--- config.mk ---
export PLATFORM = sky130hd
export DESIGN_NAME = uart_rx
export DESIGN_NICKNAME = d
export VERILOG_FILES = /design/src/rtl/uart_pkg.sv /design/src/rtl/uart_rx_sync.sv /design/src/rtl/uart_rx.sv
export SDC_FILE = /design/constraint.sdc
export NUM_CORES = 1
export LEC_CHECK = 0
export CORE_MARGIN = 4
export CORE_UTILIZATION = 45
export DETAILED_ROUTE_END_ITERATION = 8
export PLACE_DENSITY = 0.65
export SYNTH_ARGS = -nofsm -noshare
export SYNTH_HDL_FRONTEND = slang
export SYNTH_SLANG_ARGS = --single-unit
--- constraint.sdc ---
create_clock -name i_clock -period 1.9 [get_ports i_clock]
set_clock_uncertainty 0.2 [all_clocks]
set_input_delay 0.38 -clock i_clock [delete_from_list [all_inputs] [get_ports i_clock]]
set_output_delay 0.38 -clock i_clock [all_outputs]
set_load 0.01 [all_outputs]
--- src/rtl/uart_pkg.sv ---
// Shared UART definitions: FSM state encoding and default frame geometry.
package uart_pkg;

   localparam int unsigned OVERSAMPLE_DEF  = 16;
   localparam int unsigned WORD_LENGTH_DEF = 8;

   typedef enum logic [2:0] {
      IDLE   = 3'd0,
      START  = 3'd1,
      DATA   = 3'd2,
      PARITY = 3'd3,
      STOP   = 3'd4
   } uart_state_e;

endpackage

--- src/rtl/uart_rx_sync.sv ---
// Two-flop synchroniser for an asynchronous input; both flops reset to 1 (idle line level).
module uart_rx_sync (
   input  logic i_clock,
   input  logic i_reset,
   input  logic i_async,
   output logic o_sync
);

   logic meta_q;
   logic sync_q;

   always_ff @(posedge i_clock) begin
      if (i_reset) begin
         meta_q <= 1'b1;
         sync_q <= 1'b1;
      end else begin
         meta_q <= i_async;
         sync_q <= meta_q;
      end
   end

   assign o_sync = sync_q;

endmodule

--- src/rtl/uart_rx.sv ---
// Oversampling 8N1 UART receiver feeding debug_unit.
// Define UART_RX_PARITY_EN to add an even-parity bit and the o_parity_error output.
module uart_rx
   import uart_pkg::*;
#(
   parameter int unsigned WORD_LENGTH = WORD_LENGTH_DEF,
   parameter int unsigned OVERSAMPLE  = OVERSAMPLE_DEF
) (
   input  logic                   i_clock,
   input  logic                   i_reset,
   input  logic                   i_tick,
   input  logic                   i_rx,
   output logic [WORD_LENGTH-1:0] o_data_rx,
   output logic                   o_rx_done,
   output logic                   o_frame_error
`ifdef UART_RX_PARITY_EN
   ,output logic                  o_parity_error
`endif
);

   localparam int unsigned TW = $clog2(OVERSAMPLE);
   localparam int unsigned BW = $clog2(WORD_LENGTH + 1);
   localparam logic [TW-1:0] TICK_MID = TW'(OVERSAMPLE / 2 - 1);
   localparam logic [TW-1:0] TICK_END = TW'(OVERSAMPLE - 1);
   localparam logic [BW-1:0] BIT_LAST = BW'(WORD_LENGTH - 1);

   logic                   rx_s;
   uart_state_e            state_q;
   logic [TW-1:0]          tick_cnt_q;
   logic [BW-1:0]          bit_cnt_q;
   logic [WORD_LENGTH-1:0] shift_q;
   logic [WORD_LENGTH-1:0] data_q;
   logic                   done_q;
   logic                   ferr_q;
`ifdef UART_RX_PARITY_EN
   logic                   par_q;
   logic                   perr_q;
`endif

   uart_rx_sync u_sync (
      .i_clock (i_clock),
      .i_reset (i_reset),
      .i_async (i_rx),
      .o_sync  (rx_s)
   );

   always_ff @(posedge i_clock) begin
      if (i_reset) begin
         state_q    <= IDLE;
         tick_cnt_q <= '0;
         bit_cnt_q  <= '0;
         shift_q    <= '0;
         data_q     <= '0;
         done_q     <= 1'b0;
         ferr_q     <= 1'b0;
`ifdef UART_RX_PARITY_EN
         par_q      <= 1'b0;
         perr_q     <= 1'b0;
`endif
      end else begin
         done_q <= 1'b0;
         ferr_q <= 1'b0;
`ifdef UART_RX_PARITY_EN
         perr_q <= 1'b0;
`endif
         case (state_q)
            IDLE: begin
               tick_cnt_q <= '0;
               if (!rx_s) state_q <= START;
            end
            // Line still high at mid start bit means a glitch: drop it silently.
            START: if (i_tick) begin
               if (tick_cnt_q == TICK_MID) begin
                  tick_cnt_q <= '0;
                  bit_cnt_q  <= '0;
                  state_q    <= rx_s ? IDLE : DATA;
               end else begin
                  tick_cnt_q <= tick_cnt_q + 1'b1;
               end
            end
            DATA: if (i_tick) begin
               if (tick_cnt_q == TICK_END) begin
                  tick_cnt_q <= '0;
                  bit_cnt_q  <= bit_cnt_q + 1'b1;
                  shift_q    <= {rx_s, shift_q[WORD_LENGTH-1:1]};
                  if (bit_cnt_q == BIT_LAST) begin
`ifdef UART_RX_PARITY_EN
                     state_q <= PARITY;
`else
                     state_q <= STOP;
`endif
                  end
               end else begin
                  tick_cnt_q <= tick_cnt_q + 1'b1;
               end
            end
`ifdef UART_RX_PARITY_EN
            PARITY: if (i_tick) begin
               if (tick_cnt_q == TICK_END) begin
                  tick_cnt_q <= '0;
                  par_q      <= rx_s;
                  state_q    <= STOP;
               end else begin
                  tick_cnt_q <= tick_cnt_q + 1'b1;
               end
            end
`endif
            // Frame error outranks parity error; the held byte changes only on a clean frame.
            STOP: if (i_tick) begin
               if (tick_cnt_q == TICK_END) begin
                  tick_cnt_q <= '0;
                  state_q    <= IDLE;
                  if (!rx_s) begin
                     ferr_q <= 1'b1;
`ifdef UART_RX_PARITY_EN
                  end else if (par_q != ^shift_q) begin
                     perr_q <= 1'b1;
`endif
                  end else begin
                     data_q <= shift_q;
                     done_q <= 1'b1;
                  end
               end else begin
                  tick_cnt_q <= tick_cnt_q + 1'b1;
               end
            end
            default: state_q <= IDLE;
         endcase
      end
   end

   assign o_data_rx     = data_q;
   assign o_rx_done     = done_q;
   assign o_frame_error = ferr_q;
`ifdef UART_RX_PARITY_EN
   assign o_parity_error = perr_q;
`endif

endmodule

* Word level (Yosys, flattened, before mapping)
Index checks and enable logic that the tools add are counted.
Storage, ports and cells: bits in registers 31, input bits 4, output and inout port bits 10
Cells by class: add/sub/neg operators 2, equal/unequal tests 15, mux-type cells 22, bitwise gates (word level) 3, reductions and logical operators 10
Operators with widths (number):
- 4-bit 2-to-1 mux | 8
- 3-bit 2-to-1 mux | 8
- 2-bit != test (second input constant) | 8
- 3-bit one-hot mux with 4 select lines | 1
- 4-bit one-hot mux with 3 select lines | 1
- 4-bit by 1-bit adder with 4-bit output (second input constant) | 2
- 4-bit by 3-bit == test with 1-bit output (second input constant) | 2
- 4-bit one-hot mux with 2 select lines | 1
- 8-bit AND reduction | 1
- 3-bit AND reduction | 2
- 5-bit AND reduction | 1
- 4-bit == test (second input constant) | 1
- 4-bit AND reduction | 1
- 4-bit OR reduction | 1
- 3-bit by 1-bit == test with 1-bit output (second input constant) | 1
- 3-bit by 2-bit == test with 1-bit output (second input constant) | 1
- 3-bit == test (second input constant) | 1
- 3-bit logical NOT | 1
- 1-bit NOT | 3
- 3-bit nonzero test | 1
- 1-bit 2-to-1 mux | 2
- 2-bit 2-to-1 mux | 1
- 2-bit by 1-bit != test with 1-bit output (second input constant) | 1
- 2-bit nonzero test | 1
- 2-bit OR reduction | 1

* Depth between registers and ports, before layout
word-level depth 5, depth in mapped cells 6, depth with buffers taken out 6

* Modules after synthesis
Synthesis repeated with hierarchy kept, for this count alone.
Second synthesis, totals: cells, all modules 146, area total of the unflattened synthesis 1420.1 µm²
By module, submodules not included:
- uart_rx | times used 1, cells an instance 142, area each 1367.6 µm², sequential area each 580.6 µm²
- uart_rx_sync | times used 1, cells an instance 4, area each 52.6 µm², sequential area each 40.0 µm²

* Worst setup path after synthesis
Ideal clock, no wire load.
path type input -> register, start point input i_tick, end point register state_q[1], library setup time 101 ps, arrival time 1442 ps, data required time 1599 ps, slack 157 ps, stages 6, buffers on the path 1, cells stage by stage buf_4 o21a_1 a311o_1 o221a_2 a211o_1 o41ai_1
On the way: longest elaborated chain between the ends 2, elaborated cells between the ends (all ways) 4
RTL lines:
- start: declaration | line uart_rx.sv:11 | input logic i_tick,
- 2-bit != test (no line)
- 8-bit AND reduction (no line) (*)
- end signal: assignment | line uart_rx.sv:76 | state_q <= rx_s ? IDLE : DATA;
- end: declaration | line uart_rx.sv:28 | uart_state_e state_q;
Mark *: on every way between the ends. The rest lies on a longest branch, timed or not. A chain may end at the register's enable or synchronous reset.

* Final worst setup path
start point register data_q[0], in the netlist o_data_rx[0], end point output o_data_rx[0]
RTL lines:
- start: declaration | line uart_rx.sv:32 | logic [WORD_LENGTH-1:0] data_q;
- start signal: assignment | line uart_rx.sv:120 | data_q <= shift_q;
- end: declaration | line uart_rx.sv:13 | output logic [WORD_LENGTH-1:0] o_data_rx,
No word-level cell between the ends.

==> flow_summary.ini <==
[status]
status = finished, final reports clean

[setup_path]
critical-path-top-delay-family = buffers and inverters
cp_num_buf_inv = 1
path_class = flop to output pin
crit_fanout = 2
cpMaxStageDelayCell = clkdlybuf4s50_1
crit_path_start_kind = flop
crit_path_cell_trace = clkdlybuf4s50_1
end_kind = output pin
arrival_ns = 1.22
slowest_delay_ns = 0.54
cp_data_required_time_ns = 1.32

[synth]
ys_seq_elements = 31
syn_avg_cell_area_um2 = 9.52
ys_seq_area_share_pct = 44.0
syn_inst = 148
syn_nets = 154
synthTopCellsByArea = dfxtp_1, mux2i_1, nor2_1
yosysWarningCount = 0
async_flop_share_pct = 0
yosysTopAreaCell = dfxtp_1
synth-main-ff-cell = dfxtp_1
synthDistinctLibCells = 43
synth_top_area_share_pct = 44.0
netlist_area_um2 = 1410
synth_edf_count = 0

[power_and_ir_drop]
switching_power_mw = 0.356
p_int_mw = 0.992
powerDensity_nw_per_um2 = 801
p_seq_share_pct = 51.3
p_comb_share_pct = 17.1
fin_total_pwr_mw = 1.35
clkPwrFrac_pct = 31.6
vdd_drop_max_mv = 0.537
p_sw_share_pct = 26.4
leakagePower_nw = 0.640

[detailed_routing]
drc = 0
avgViaCountPerCell = 5.17
num_vias = 1090
ant_nets = 0
drt_pass1_iterations = 4
wl_per_cell_um = 13.0
finalWirelength_um = 2740
drt_iter0_markers = 60

[grt]
grt_overflow_total = 0
track_usage_pct = 14.6
antenna_found_initial = 0
grt_max_degree = 32
grt_pass1_vias = 1114
grt_pass1_wl_um = 4660

[layout]
postLayoutCellArea_um2 = 1680
area_delta_synth_final_pct = 19.4
drive_gt1_share_pct = 16.8
diodes = 0
final_core_util_pct = 55.5
final_nets = 172

[min_path]
worstHoldPathType = flop to flop

[floorplan]
rows = 20
ios = 14
die_w_um = 64.0
core-area_um2 = 3030
die_h_um = 64.0
initial_core_util_pct = 46.5
die_area_um2 = 4090

[timing]
finalSetupViolations = 0
hold_ws_ns = 0.216
slew-limit-headroom_pct = 78.4
fmax_mhz = 555
hold_viol_final = 0
rsz0062_at_grt = false
period_share_pct = 94.9
worst_pin_slew_ns = 0.323
slew_violations = 0
final.min_clock_period_ns = 1.80

[place]
place_congestion = 0.803
port_buffers = 13
dpl_cell_area_um2 = 1590
hpwl_um = 1850

[clock_tree]
cts_resized = 2
h-tree-depth = 2
cts_root_buffer = clkbuf_4
numCtsBuffers = 5
clockBufferDepth = 2
cts_sinks = 31
clk_pin_slew_ns = 0.09
cts_tree = built
holdBufCountCts = 0
postCtsSetupBuffers = 0
worstSkewPairLatency_ns = 0.32

[run]
drv_cap = 0
-- power groups by stage --
stage	Sequential, mW	Combinational (mW)	Clock [mW]
floorplan	0.692	0.181	0
global route	0.695	0.256	0.471
CTS	0.692	0.222	0.447
finish	0.692	0.230	0.426
global placement	0.706	0.214	0
detailed placement	0.706	0.218	0
-- metrics by stage --
stage,setup WS [ns],setup TNS [ns],std cells
final,0.0977,0,211
after global routing,0.00915,0,211
after CTS,0.00726,0,211
after detailed placement,-0.386,-6.55,203
after global placement,-0.282,-5.27,203
after floorplan,0.157,0,148
-- flip-flops by register name (all words and copies together) (netlist names) --
| name | count |
|---|---|
| o_data_rx | 8 |
| shift_q | 8 |
| bit_cnt_q | 4 |
| tick_cnt_q | 4 |
| state_q | 3 |
| o_frame_error | 1 |
| o_rx_done | 1 |
| u_sync.meta_q | 1 |
| u_sync.o_sync | 1 |
-- cell usage in the layout (no fill, tap or decap), types with 2 or more instances in the layout --
cell             count
dfxtp_2              2
xor2_1               2
dfxtp_1             29
o21ai_0              3
nor2_1              23
a21oi_1              6
or2_2                2
nand4_1              2
nor3b_1              2
buf_4                6
clkbuf_4             5
inv_1                4
nand3_1              2
nand2b_1             3
clkdlybuf4s50_1     12
nor3_1               3
clkbuf_8             2
a211o_1              3
mux2i_1             17
nor2b_1              2
and3b_1              2
nand2_1              8
or3_1                2
xnor2_1              2
-- path summary, 6_finish.rpt --
kind	start	to	slack (ns)	cells past startpoint
setup / recovery	o_data_rx[0]	o_data_rx[0]	0.1	1
hold / removal	u_sync.meta_q	u_sync.o_sync	0.22	1
setup reg to reg	state_q[2]	state_q[1]	0.12	6
hold reg to reg	u_sync.meta_q	u_sync.o_sync	0.22	1
-- logic make-up after synthesis --
family	share of synthesized area, %
AND/OR/NAND/NOR	21.6
XOR/XNOR	2.49
buffers and inverters	5.68
multiplexers	12.1
AO/OA/AOI/OAI	12.3
adder cells (fa/ha/maj)	1.78
flip-flops	44.1
-- cell type report --
cell class	instances	area, µm²
multi-input combinational	104	726
inverter	4	15.0
sequential	31	623
fill	280	1350
clock buffer	8	68.8
timing repair buffer	20	194
tap	44	55.1
-- synthesized netlist by cell type (2+ instances only) --
master / instances
dfxtp_1: 31
nor2_1: 23
mux2i_1: 17
nand2_1: 8
a21oi_1: 6
inv_1: 4
a211o_1: 3
clkbuf_1: 3
nand2b_1: 3
nor3_1: 3
o21ai_0: 3
and3b_1: 2
buf_2: 2
buf_6: 2
ha_1: 2
nand3_1: 2
nand4_1: 2
nor2b_1: 2
nor3b_1: 2
or2_2: 2
or3_1: 2
xnor2_1: 2
xor2_1: 2
-- per-layer routing --
| layer | vias up | share of wire (%) | global-route usage [%] |
|---|---|---|---|
| met1 | 517 | 46 | 15.7 |
| met2 | 16 | 48 | 23.7 |
| met5 | - | 0 | 0 |
| li1 | 551 | - | - |
| met4 | 0 | 2.0 | 9.43 |
| met3 | 6 | 3.8 | 5.62 |
Note: power is estimated with default switching activity, not from simulation.
